`src/rtl/pixel_spi_out.sv`:
```
// pixel_spi_out
//   Output stage of the Mandelbrot pixel pipeline. It buffers 24-bit RGB
//   pixels in a small FIFO and sends each one MSB-first as a single
//   chip-select framed transfer on an SPI-style link.
//
//   Optional feature: define PIXEL_TAG_EN to store is_mandelbrot_in with each
//   pixel and send it as an extra leading bit, giving 25-bit frames.
//
// Parameters
//   DEPTH    FIFO entries (power of two, >= 2)
//   CLK_DIV  clk cycles per SPI clock half-period (>= 1)
// Ports
//   clk               sole clock, rising edge
//   rst               synchronous active-high reset
//   valid_in          one-cycle pixel strobe
//   color_in[23:0]    RGB pixel, [23:16] = R
//   is_mandelbrot_in  in-set flag (used only with PIXEL_TAG_EN)
//   ready_out         FIFO not full (combinational)
//   spi_clk_out       serial clock, idle low
//   spi_data_out      serial data, stable around spi_clk_out rising
//   spi_cs_n          frame select, active low
//   busy              FSM active or FIFO non-empty
//   overflow          sticky: a pixel was dropped
module pixel_spi_out #(
  parameter int unsigned DEPTH   = 4,
  parameter int unsigned CLK_DIV = 2
) (
  input  logic        clk,
  input  logic        rst,
  input  logic        valid_in,
  input  logic [23:0] color_in,
  input  logic        is_mandelbrot_in,
  output logic        ready_out,
  output logic        spi_clk_out,
  output logic        spi_data_out,
  output logic        spi_cs_n,
  output logic        busy,
  output logic        overflow
);

`ifdef PIXEL_TAG_EN
  localparam int unsigned N = 25;
`else
  localparam int unsigned N = 24;
`endif

  localparam int unsigned PTR_W = $clog2(DEPTH);
  localparam int unsigned CNT_W = PTR_W + 1;
  localparam int unsigned DIV_W = (CLK_DIV > 1) ? $clog2(CLK_DIV) : 1;
  localparam int unsigned BIT_W = $clog2(N + 1);

  localparam logic [1:0] ST_IDLE  = 2'd0;
  localparam logic [1:0] ST_SETUP = 2'd1;
  localparam logic [1:0] ST_SHIFT = 2'd2;
  localparam logic [1:0] ST_HOLD  = 2'd3;

  localparam logic [DIV_W-1:0] DIV_LAST = DIV_W'(CLK_DIV - 1);
  localparam logic [DIV_W-1:0] DIV_ONE  = DIV_W'(1);
  localparam logic [BIT_W-1:0] BIT_LAST = BIT_W'(N - 1);
  localparam logic [BIT_W-1:0] BIT_ONE  = BIT_W'(1);
  localparam logic [CNT_W-1:0] CNT_FULL = CNT_W'(DEPTH);
  localparam logic [CNT_W-1:0] CNT_ONE  = CNT_W'(1);
  localparam logic [PTR_W-1:0] PTR_ONE  = PTR_W'(1);

  logic [N-1:0]     mem_q [DEPTH];
  logic [PTR_W-1:0] wr_ptr_q, wr_ptr_d;
  logic [PTR_W-1:0] rd_ptr_q, rd_ptr_d;
  logic [CNT_W-1:0] count_q, count_d;

  logic [1:0]       state_q, state_d;
  logic [DIV_W-1:0] div_q, div_d;
  logic [BIT_W-1:0] bit_q, bit_d;
  logic             phase_q, phase_d;   // 1 = sclk high half of a bit
  logic [N-1:0]     shreg_q, shreg_d;

  logic cs_n_q, cs_n_d;
  logic sclk_q, sclk_d;
  logic data_q, data_d;
  logic busy_q, busy_d;
  logic overflow_q, overflow_d;

  logic         full, push, pop, div_last;
  logic [N-1:0] entry;

`ifdef PIXEL_TAG_EN
  assign entry = {is_mandelbrot_in, color_in};
`else
  logic unused_tag;
  assign unused_tag = is_mandelbrot_in;
  assign entry      = color_in;
`endif

  assign full      = (count_q == CNT_FULL);
  // A push is judged against the count before this cycle's pop.
  assign push      = valid_in && !full;
  assign pop       = (state_q == ST_IDLE) && (count_q != '0);
  assign div_last  = (div_q == DIV_LAST);
  assign ready_out = !rst && !full;

  always_comb begin
    wr_ptr_d   = wr_ptr_q;
    rd_ptr_d   = rd_ptr_q;
    count_d    = count_q;
    overflow_d = overflow_q || (valid_in && full);

    if (push) begin
      wr_ptr_d = wr_ptr_q + PTR_ONE;
    end
    if (pop) begin
      rd_ptr_d = rd_ptr_q + PTR_ONE;
    end
    if (push && !pop) begin
      count_d = count_q + CNT_ONE;
    end else if (pop && !push) begin
      count_d = count_q - CNT_ONE;
    end
  end

  always_comb begin
    state_d = state_q;
    div_d   = div_q;
    bit_d   = bit_q;
    phase_d = phase_q;
    shreg_d = shreg_q;

    case (state_q)
      ST_IDLE: begin
        if (pop) begin
          shreg_d = mem_q[rd_ptr_q];
          div_d   = '0;
          state_d = ST_SETUP;
        end
      end
      ST_SETUP: begin
        if (div_last) begin
          div_d   = '0;
          bit_d   = '0;
          phase_d = 1'b1;
          state_d = ST_SHIFT;
        end else begin
          div_d = div_q + DIV_ONE;
        end
      end
      ST_SHIFT: begin
        if (div_last) begin
          div_d = '0;
          if (phase_q) begin
            // high->low: present the next bit for the low half
            phase_d = 1'b0;
            shreg_d = {shreg_q[N-2:0], 1'b0};
          end else if (bit_q == BIT_LAST) begin
            state_d = ST_HOLD;
          end else begin
            phase_d = 1'b1;
            bit_d   = bit_q + BIT_ONE;
          end
        end else begin
          div_d = div_q + DIV_ONE;
        end
      end
      default: begin  // ST_HOLD
        if (div_last) begin
          div_d   = '0;
          state_d = ST_IDLE;
        end else begin
          div_d = div_q + DIV_ONE;
        end
      end
    endcase
  end

  // Pins are registered from the current state, so they trail the FSM by
  // one cycle; cs_n therefore falls two edges after the pushing edge.
  always_comb begin
    cs_n_d = !((state_q == ST_SETUP) || (state_q == ST_SHIFT));
    sclk_d = (state_q == ST_SHIFT) && phase_q;
    data_d = cs_n_d ? 1'b0 : shreg_q[N-1];
    busy_d = (state_d != ST_IDLE) || (count_d != '0);
  end

  always_ff @(posedge clk) begin
    if (rst) begin
      wr_ptr_q   <= '0;
      rd_ptr_q   <= '0;
      count_q    <= '0;
      state_q    <= ST_IDLE;
      div_q      <= '0;
      bit_q      <= '0;
      phase_q    <= 1'b0;
      shreg_q    <= '0;
      cs_n_q     <= 1'b1;
      sclk_q     <= 1'b0;
      data_q     <= 1'b0;
      busy_q     <= 1'b0;
      overflow_q <= 1'b0;
    end else begin
      wr_ptr_q   <= wr_ptr_d;
      rd_ptr_q   <= rd_ptr_d;
      count_q    <= count_d;
      state_q    <= state_d;
      div_q      <= div_d;
      bit_q      <= bit_d;
      phase_q    <= phase_d;
      shreg_q    <= shreg_d;
      cs_n_q     <= cs_n_d;
      sclk_q     <= sclk_d;
      data_q     <= data_d;
      busy_q     <= busy_d;
      overflow_q <= overflow_d;
    end
  end

  always_ff @(posedge clk) begin
    if (push && !rst) begin
      mem_q[wr_ptr_q] <= entry;
    end
  end

  assign spi_cs_n     = cs_n_q;
  assign spi_clk_out  = sclk_q;
  assign spi_data_out = data_q;
  assign busy         = busy_q;
  assign overflow     = overflow_q;

endmodule

```
`config.mk`:
```
export PLATFORM = sky130hd
export DESIGN_NAME = pixel_spi_out
export DESIGN_NICKNAME = d
export VERILOG_FILES = /design/src/rtl/pixel_spi_out.sv
export SDC_FILE = /design/constraint.sdc
export NUM_CORES = 1
export LEC_CHECK = 0
export CAP_MARGIN = 0
export CORE_MARGIN = 2
export CORE_UTILIZATION = 50
export CTS_CLUSTER_DIAMETER = 60
export DETAILED_ROUTE_END_ITERATION = 8
export PLACE_DENSITY_LB_ADDON = 0.12
export SYNTH_ARGS = -nofsm -noshare
export SYNTH_HDL_FRONTEND = slang
export SYNTH_SLANG_ARGS = --single-unit
```
`constraint.sdc`:
```
create_clock -name clk -period 6.05 [get_ports clk]
set_input_delay 0.605 -clock clk [delete_from_list [all_inputs] [get_ports clk]]
set_output_delay 0.605 -clock clk [all_outputs]
set_load 0.05 [all_outputs]
```
## After elaboration in Yosys (flattened, before gate mapping)

Memories as Yosys holds them, arrays and structs flattened. A register that Yosys moved wholly into a read port is not among the register bits.
Cells that the tools add are included.

- Add/subtract/negate cells: 6
- Multipliers: 0
- Div/mod/pow operators: 0
- $lt $le $gt $ge: 0
- Eq/ne operators: 10
- Shift operators: 0
- Muxes and demuxes: 30
- Bitwise operators: 1
- Reductions and logical operators: 26

Operators with widths:

| kind | number |
|---|---|
| $mux W24 | 3 |
| $pmux W24 S2 | 1 |
| $mux W5 | 4 |
| $mux W2 | 8 |
| $ne A2 B2 Y1 const B | 6 |
| $pmux W5 S2 | 1 |
| $mux W1 | 9 |
| $logic_and A1 B1 Y1 | 8 |
| $mux W3 | 2 |
| $pmux W2 S3 | 1 |
| $reduce_bool A2 Y1 | 3 |
| $reduce_bool A3 Y1 | 2 |
| $add A5 B1 Y5 const B | 1 |
| $eq A5 B5 Y1 const B | 1 |
| $logic_not A1 Y1 | 5 |
| $reduce_and A5 Y1 | 1 |
| $add A2 B1 Y2 const B | 2 |
| $reduce_and A4 Y1 | 1 |
| $add A3 B1 Y3 const B | 1 |
| $eq A3 B3 Y1 const B | 1 |
| $logic_or A1 B1 Y1 | 3 |
| $reduce_and A3 Y1 | 1 |
| $sub A3 B1 Y3 const B | 1 |
| $eq A2 B1 Y1 const B | 1 |
| 6 further kinds | 6 |

- Register bits: 45
- Latch bits: 0
- RAM bits: 96
- Memory bits (read-only): 0
- Memories: 1

Memory list:

| memory | depth | width | rd ports | clocked after memory_dff | wr ports | line | text |
|---|---|---|---|---|---|---|---|
| mem_q | 4 | 24 | 1 | 1 | 1 | 65 | `logic [N-1:0] mem_q [DEPTH];` |

## Longest topological paths before layout

Gate-level depths: netlist of run 1.

- Word-level depth: 9
- Mapped depth: 9
- Mapped depth without buffers: 7

## Worst setup path before layout of run 1

OpenSTA, ideal clock, no wires.

- Kind: input port to output port
- From: input rst
- To: output ready_out
- Data arrival time: 1.744 ns
- Path slack: 3.701 ns
- Cell stages on the path: 3
- Buffers on the path: 2
- Cell sequence: clkbuf_1 > clkbuf_1 > a21oi_1

- Cells in the longest elaborated chain, start to end: 2

Ends and longest elaborated chain:

| element | line | text |
|---|---|---|
| start: declaration | 29 | `input logic rst,` |
| $logic_not A1 Y1 | 98 | `assign ready_out = !rst && !full;` |
| $logic_and A1 B1 Y1 | 98 |  |
| end: declaration | 33 | `output logic ready_out,` |

Every way passes these cells.

## Worst setup path after layout of run 1

- From: register count_q[0]
- To: output ready_out

- Cells in the longest elaborated chain, start to end: 3

Ends and longest elaborated chain:

| element | line | text |
|---|---|---|
| start: declaration | 68 | `logic [CNT_W-1:0] count_q, count_d;` |
| start signal: assignment | 199 | `count_q <= count_d;` |
| $eq A3 B3 Y1 | 93 | `assign full = (count_q == CNT_FULL);` |
| $logic_not A1 Y1 | 98 |  |
| $logic_and A1 B1 Y1 | 98 |  |

Every way passes these cells.

==> results of run 1 <==
==> where the power goes <==
part / total, mW / switching, mW / leakage (nW) / internal [mW]
registers: 1.25 / 0.0693 / 1.26 / 1.18
logic: 0.795 / 0.453 / 0.733 / 0.342
clock network: 1.09 / 0.388 / 0.297 / 0.703
total: 3.13 / 0.910 / 2.29 / 2.22
==> critical path: cells and delay by family, from the launching register on <==
family / cells / cell delay (ps)
compound gates: 1 / 170
fa+ha+maj: 1 / 300
buf+inv: 2 / 930
flops: 1 / 400
==> sequential cells by signal, indices dropped and copies added (netlist names), named ones only <==
register      count
overflow          1
bit_q             5
phase_q           1
count_q           3
div_last          1
rd_ptr_q          2
spi_cs_n          1
spi_clk_out       1
mem_q            96
shreg_q          24
spi_data_out      1
busy              1
state_q           2
wr_ptr_q          2
==> synth_stat cells, drive strengths merged (2+ instances only) <==
cell type	instances	share of area, %
a211oi	26	4.3
a21oi	10	0.87
and2	4	0.43
buf	17	1.7
clkbuf	6	0.39
dfxtp	47	16
edfxtp	96	50
ha	12	2.6
inv	10	0.65
mux2i	25	4.3
mux4	24	9.4
nand2	13	0.85
nand2b	3	0.33
nand3	7	0.61
nand4b	3	0.46
nor2	44	2.9
nor2b	2	0.22
nor3	3	0.26
o21ai	5	0.43
xor2	4	0.61
==> metal layers <==
layer | wire length (µm) | GRT usage [%] | vias up
met5 | 0 | 0 | -
met4 | 133 | 7.41 | 0
met3 | 304 | 5.61 | 11
met2 | 4690 | 27.4 | 42
met1 | 4300 | 20.4 | 1528
li1 | - | - | 1516
==> metrics by stage <==
stage / utilization [%] / setup slack (ps) / hold WS (ps) / area [µm²]
2_1_floorplan: - / 3700 / 409 / 5770
3_3_place_gp: 54.9 / 3460 / 444 / 6210
3_5_place_dp: 54.9 / 3440 / 440 / 6210
4_1_cts: 60.4 / 3230 / 457 / 6840
5_1_grt: 60.4 / 3130 / 477 / 6840
6_report: 60.4 / 3250 / 453 / 6840
==> layout make-up <==
class	instances	area, µm²
sequential	143	3820
inverter	10	37.5
tap	143	179
timing repair buffer	40	375
multi-input combinational	203	1800
clock inverter	12	183
clock buffer	20	447
fill	896	4480
==> cell families (layout without fill, tap and decap cells) <==
kind of cell,count (synthesis),count (layout)
buffers and inverters,33,82
flip-flops,143,143
AND/OR/NAND/NOR,86,86
XOR/XNOR,5,5
AO/OA/AOI/OAI,51,51
multiplexers,49,49
adder cells (fa/ha/maj),12,12
==> final timing paths <==
path	slack, ps	from	depth (start not counted)	end
setup / recovery	3250	count_q[0]	4	ready_out
hold / removal	450	shreg_q[23]	2	spi_data_out
hold reg to reg	450	shreg_q[23]	2	spi_data_out
setup reg to reg	3430	state_q[0]	7	shreg_q[17]
==> results by group, run 1 <==
GRT
  – Grt total ovfl: 0
  – Vias in the first global route: 3168
  – First-pass GRT wire length: 15.7 mm
  – Initial antenna violation count: 0
  – GRT Util Overall: 16.8%
  – Largest net degree at the start of global routing: 48

Routing
  – Final ANT Viol Nets: 0
  – Avg WL per Cell: 16.5 µm
  – Post-route DRC: 0
  – Vias: 3097
  – Detailed Route WL: 9.42 mm
  – Via density per instance: 5.42
  – Drt pass-1 iters: 4
  – Initial drt markers: 197

Synth
  – Post-Synth XOR/XNOR Area: 0.759%
  – Mux share of post-synthesis cell area: 13.7%
  – Top FF cell, synth: edfxtp_1
  – Yosys reg bits: 143
  – Netlist cell types: 41
  – Fraction of the mapped netlist area in compound gates: 7.07%
  – Number of synthesized flops with an enable pin: 96
  – Mapped Area: 5770 µm²
  – Syn Nets: 419
  – Syn Inst Count: 379
  – Simple-gate share of the synthesized area: 6.85%
  – Avg Cell Area, Syn: 15.2 µm²
  – Synth async-reset ratio: 0%
  – Ys Warns: 0
  – Seq/Total Area, Yosys: 66.3%
  – Synth Area in Adders: 2.60%
  – Main combinational cell family by area after synthesis: multiplexers

Layout
  – Post-Layout Cell Count: 571
  – Most frequent cells in the layout: edfxtp_1, dfxtp_1, nor2_1, clkdlybuf4s50_1, mux2i_1
  – Synth-to-Final Area Change: 18.6%
  – Ant. Diodes: 0
  – Commonest non-fill, non-tap cell in the layout: edfxtp_1
  – Share of cells above drive strength 1: 18.0%
  – # nets final: 455

Placed design
  – DP HPWL: 5.33 mm
  – Gpl congestion: 0.759
  – Placed cell count: 539
  – I/O Buffers: 32

STA
  – Final Slew Violations: 0
  – # setup viols final: 0
  – Fin Setup TNS: 0 ps
  – Least-Margin Pin Slew: 994 ps
  – Final Hold Viols: 0
  – Slew headroom: 33.7%
  – Max Clock Freq: 0.357 GHz
  – Tcrit/Tclk final: 46.3%
  – Tmin final: 2800 ps
  – Unrepaired setup endpoints after global routing: no
  – Skew final: 8.22 ps

Clocking
  – Cts hold-fix bufs: 0
  – Clock insertion delay at the later pin of the skew report: 420 ps
  – TritonCTS buffer count: 17
  – Clk slew on worst S/H paths: 60 ps
  – H-Tree Depth: 4
  – Post_cts resized: 0
  – Clock Path Buffers: 2
  – Root buffer cell: clkbuf_16
  – Sink Count: 143
  – CTS tree: yes
  – Post-CTS Repair Setup Buffers: 0

Critical path
  – Critical Path RT: 5440 ps
  – Arrival time worst endpoint: 2200 ps
  – Worst path max stage delay: 820 ps
  – Largest fanout on the critical path: 8
  – Critical setup path kind: reg -> out
  – CP max-delay cell: clkdlybuf4s50_1
  – Crit. End Element: output pin
  – Startpoint types: register
  – Cells along the critical path: inv_1, ha_1, a21oi_1, clkdlybuf4s50_1

Floorplanning
  – I/O Pins: 34
  – Initial Util: 51.0%
  – Core Area: 11300 µm²
  – Cell Rows: 39
  – Die W: 111 µm
  – Die height: 111 µm
  – Die area: 12400 µm²

Status
  – Status: complete, no violations

Power and ir drop
  – Peak supply drop: 360 µV
  – Power Dens Cells: 458 nW/µm²
  – Final Total Pwr: 3.13 mW
  – Leakage: 2.29 nW

Job
  – Max-cap check violation count: 0

Worst hold path
  – HP Class: reg -> reg
No activity file was read; power rests on OpenSTA's default activity.
==> run 2, diff against run 1 <==
==> constraint.sdc (replaced) <==
create_clock -name clk -period 2.3 [get_ports clk]
set_input_delay 0.23 -clock clk [delete_from_list [all_inputs] [get_ports clk]]
set_output_delay 0.23 -clock clk [all_outputs]
set_load 0.05 [all_outputs]
==> results by group, run 2 (same netlist as run 1, synthesis figures left out) <==
Layout
  – End-of-flow core utilization: 60.8% (was 60.4%)
  – FILL cells: 900 (was 896)
  – Largest register by flop count: mem_q (unchanged)
  – Multi-input gate area: 1800 µm² (unchanged)
  – FF+latch area: 3820 µm² (unchanged)
  – Synth-to-Final Area Change: 19.3% (was 18.6%)
  – Max FFs per register: 96 (unchanged)
  – Largest registers: mem_q (96), shreg_q (24), bit_q (5) (unchanged)
  – # nets final: 459 (was 455)
  – Share of cells above drive strength 1: 18.8% (was 18.0%)
  – Commonest non-fill, non-tap cell in the layout: edfxtp_1 (unchanged)
  – Most frequent cells in the layout: edfxtp_1, dfxtp_1, nor2_1, clkdlybuf4s50_1, mux2i_1 (unchanged)
  – Post-route cell area: 6890 µm² (was 6840 µm²)
  – Ant. Diodes: 0 (unchanged)

Placed design
  – Gpl congestion: 0.753 (was 0.759)
  – Post-Place Cell Area: 6320 µm² (was 6210 µm²)
  – DP HPWL: 5.89 mm (was 5.33 mm)
  – I/O Buffers: 32 (unchanged)

Critical path
  – Critical setup path kind: reg -> reg (was reg -> out)
  – Crit. End Element: register (was output pin)
  – Arrival time worst endpoint: 2290 ps (was 2200 ps)
  – R2R depth: 8 (was 7)
  – Largest fanout on the critical path: 47 (was 8)
  – Startpoint types: register (unchanged)
  – Critical Path RT: 2580 ps (was 5440 ps)
  – R2r setup slk: 300 ps (was 3430 ps)
  – Worst setup startpoint: count_q[0] (unchanged)
  – Reg2Reg Capture Point: shreg_q[0] (was shreg_q[17])
  – Reg2Reg Launch Point: count_q[0] (was state_q[0])

GRT
  – First-pass GRT wire length: 16.1 mm (was 15.7 mm)
  – Initial antenna violation count: 0 (unchanged)
  – Vias in the first global route: 3171 (was 3168)
  – GRT Util Overall: 17.1% (was 16.8%)
  – Grt total ovfl: 0 (unchanged)
  – Largest net degree at the start of global routing: 48 (unchanged)

Power and ir drop
  – Int Pwr: 5.67 mW (was 2.22 mW)
  – Power Dens Cells: 1180 nW/µm² (was 458 nW/µm²)
  – Seq pwr share: 40.7% (was 39.8%)
  – Comb pwr share: 26.9% (was 25.4%)
  – Leakage: 2.31 nW (was 2.29 nW)
  – Switching pwr: 2.43 mW (was 0.910 mW)
  – Clock power share: 32.3% (was 34.8%)
  – Peak supply drop: 824 µV (was 360 µV)
  – Switching part of the total power: 30.0% (was 29.1%)

Clocking
  – Sink Count: 143 (unchanged)
  – Post_cts resized: 0 (unchanged)
  – Clock Path Buffers: 2 (unchanged)
  – H-Tree Depth: 4 (unchanged)
  – Clock insertion delay at the later pin of the skew report: 410 ps (was 420 ps)
  – Post-CTS Repair Setup Buffers: 0 (unchanged)
  – Clk slew on worst S/H paths: 60 ps (about the same)
  – Cts hold-fix bufs: 0 (unchanged)
  – Root buffer cell: clkbuf_16 (unchanged)
  – CTS tree: yes (unchanged)
  – TritonCTS buffer count: 17 (unchanged)

Worst hold path
  – HP Class: in -> reg (was reg -> reg)
  – Worst Hold Path EP: count_q[2] (was spi_data_out)
  – Hold Path Cell Cnt: 2 (unchanged)
  – Worst Min Path Start: rst (was shreg_q[23])

Floorplanning
  – Core Area: 11300 µm² (unchanged)
  – Die area: 12400 µm² (unchanged)
  – Die height: 111 µm (unchanged)
  – Initial Util: 51.0% (unchanged)
  – I/O Pins: 34 (unchanged)
  – Die W: 111 µm (unchanged)
  – Cell Rows: 39 (unchanged)

STA
  – Final Hold Viols: 0 (unchanged)
  – # setup viols final: 0 (unchanged)
  – Final Slew Violations: 0 (unchanged)
  – Max Clock Freq: 0.499 GHz
  – Tmin final: 2000 ps
  – Hold WS: 151 ps (was 453 ps)
  – Least-Margin Pin Slew: 493 ps (was 994 ps)
  – Skew final: 6.54 ps (was 8.22 ps)
  – Unrepaired setup endpoints after global routing: no (unchanged)
  – Tcrit/Tclk final: 87.2%
  – Fin Setup TNS: 0 ps (unchanged)
  – Slew headroom: 67.0% (was 33.7%)

Routing
  – Drt pass-1 iters: 4 (unchanged)
  – Vias: 3129 (was 3097)
  – Avg WL per Cell: 16.9 µm (was 16.5 µm)
  – Post-route DRC: 0 (unchanged)
  – Via density per instance: 5.44 (was 5.42)
  – Detailed Route WL: 9.71 mm (was 9.42 mm)
  – Initial drt markers: 195 (was 197)
  – Final ANT Viol Nets: 0 (unchanged)

Job
  – Max-cap check violation count: 0 (unchanged)

Status
  – Status: complete, no violations (unchanged)
-- run 2: cell types whose count changed in the layout (fill, tap and decap cells not counted) --
cell             previous run  this run
buf_12                      0         6
buf_4                       8         7
bufinv_16                   4         2
clkbuf_8                    1         0
clkdlybuf4s50_1            31        30
clkinv_1                    0         1
clkinv_2                    1         3
clkinvlp_4                  3         2
inv_6                       2         3
-- run 2: stage by stage --
stage | setup slack [ps] | std cells | power (mW)
2_1_floorplan | 170 | 379 | 5.02
3_3_place_gp | 298 | 543 | 5.49
3_5_place_dp | 285 | 543 | 5.56
4_1_cts | 309 | 575 | 8.20
5_1_grt | 134 | 575 | 8.57
6_report | 295 | 575 | 8.10
-- run 2: layout make-up --
type	count	area share, %
Sequential cell	143	55.5
Multi-Input combinational cell	203	26.1
Timing Repair Buffer	44	6.94
Clock buffer	19	6.29
Tap cell	143	2.60
Clock inverter	13	2.00
Inverter	10	0.545
-- run 2: worst max-delay path, cell delays in order, from the launching register on --
cell and delay (ps):
dfxtp_1 390, inv_1 100, ha_1 290, and3b_1 270, a211oi_4 260, buf_12 260, nor2b_1 70, a21oi_1 140
nor2_1 50
-- run 2: power groups by stage --
| stage | logic (mW) | clock network, mW | registers (mW) |
|---|---|---|---|
| after floorplan | 1.69 | 0 | 3.33 |
| after global placement | 2.15 | 0 | 3.33 |
| after detailed placement | 2.20 | 0 | 3.35 |
| after CTS | 2.22 | 2.68 | 3.30 |
| after global routing | 2.43 | 2.80 | 3.34 |
| final | 2.18 | 2.62 | 3.30 |
-- run 2: worst max path at each step --
| stage | end | slack (ps) | depth (start not counted) |
|---|---|---|---|
| after detailed placement | mem_q[2][5] | 280 | 5 |
| after floorplan | mem_q[0][0] | 170 | 5 |
| after global routing | shreg_q[0] | 130 | 8 |
| after global placement | mem_q[2][9] | 300 | 5 |
| final | shreg_q[0] | 300 | 8 |
| after CTS | shreg_q[18] | 310 | 7 |
-- run 2: layer usage --
metal,global-route usage [%],wire [µm]
met5,0,0
met4,6.42,74
met3,5.72,439
met2,28.7,4990
met1,20.7,4210
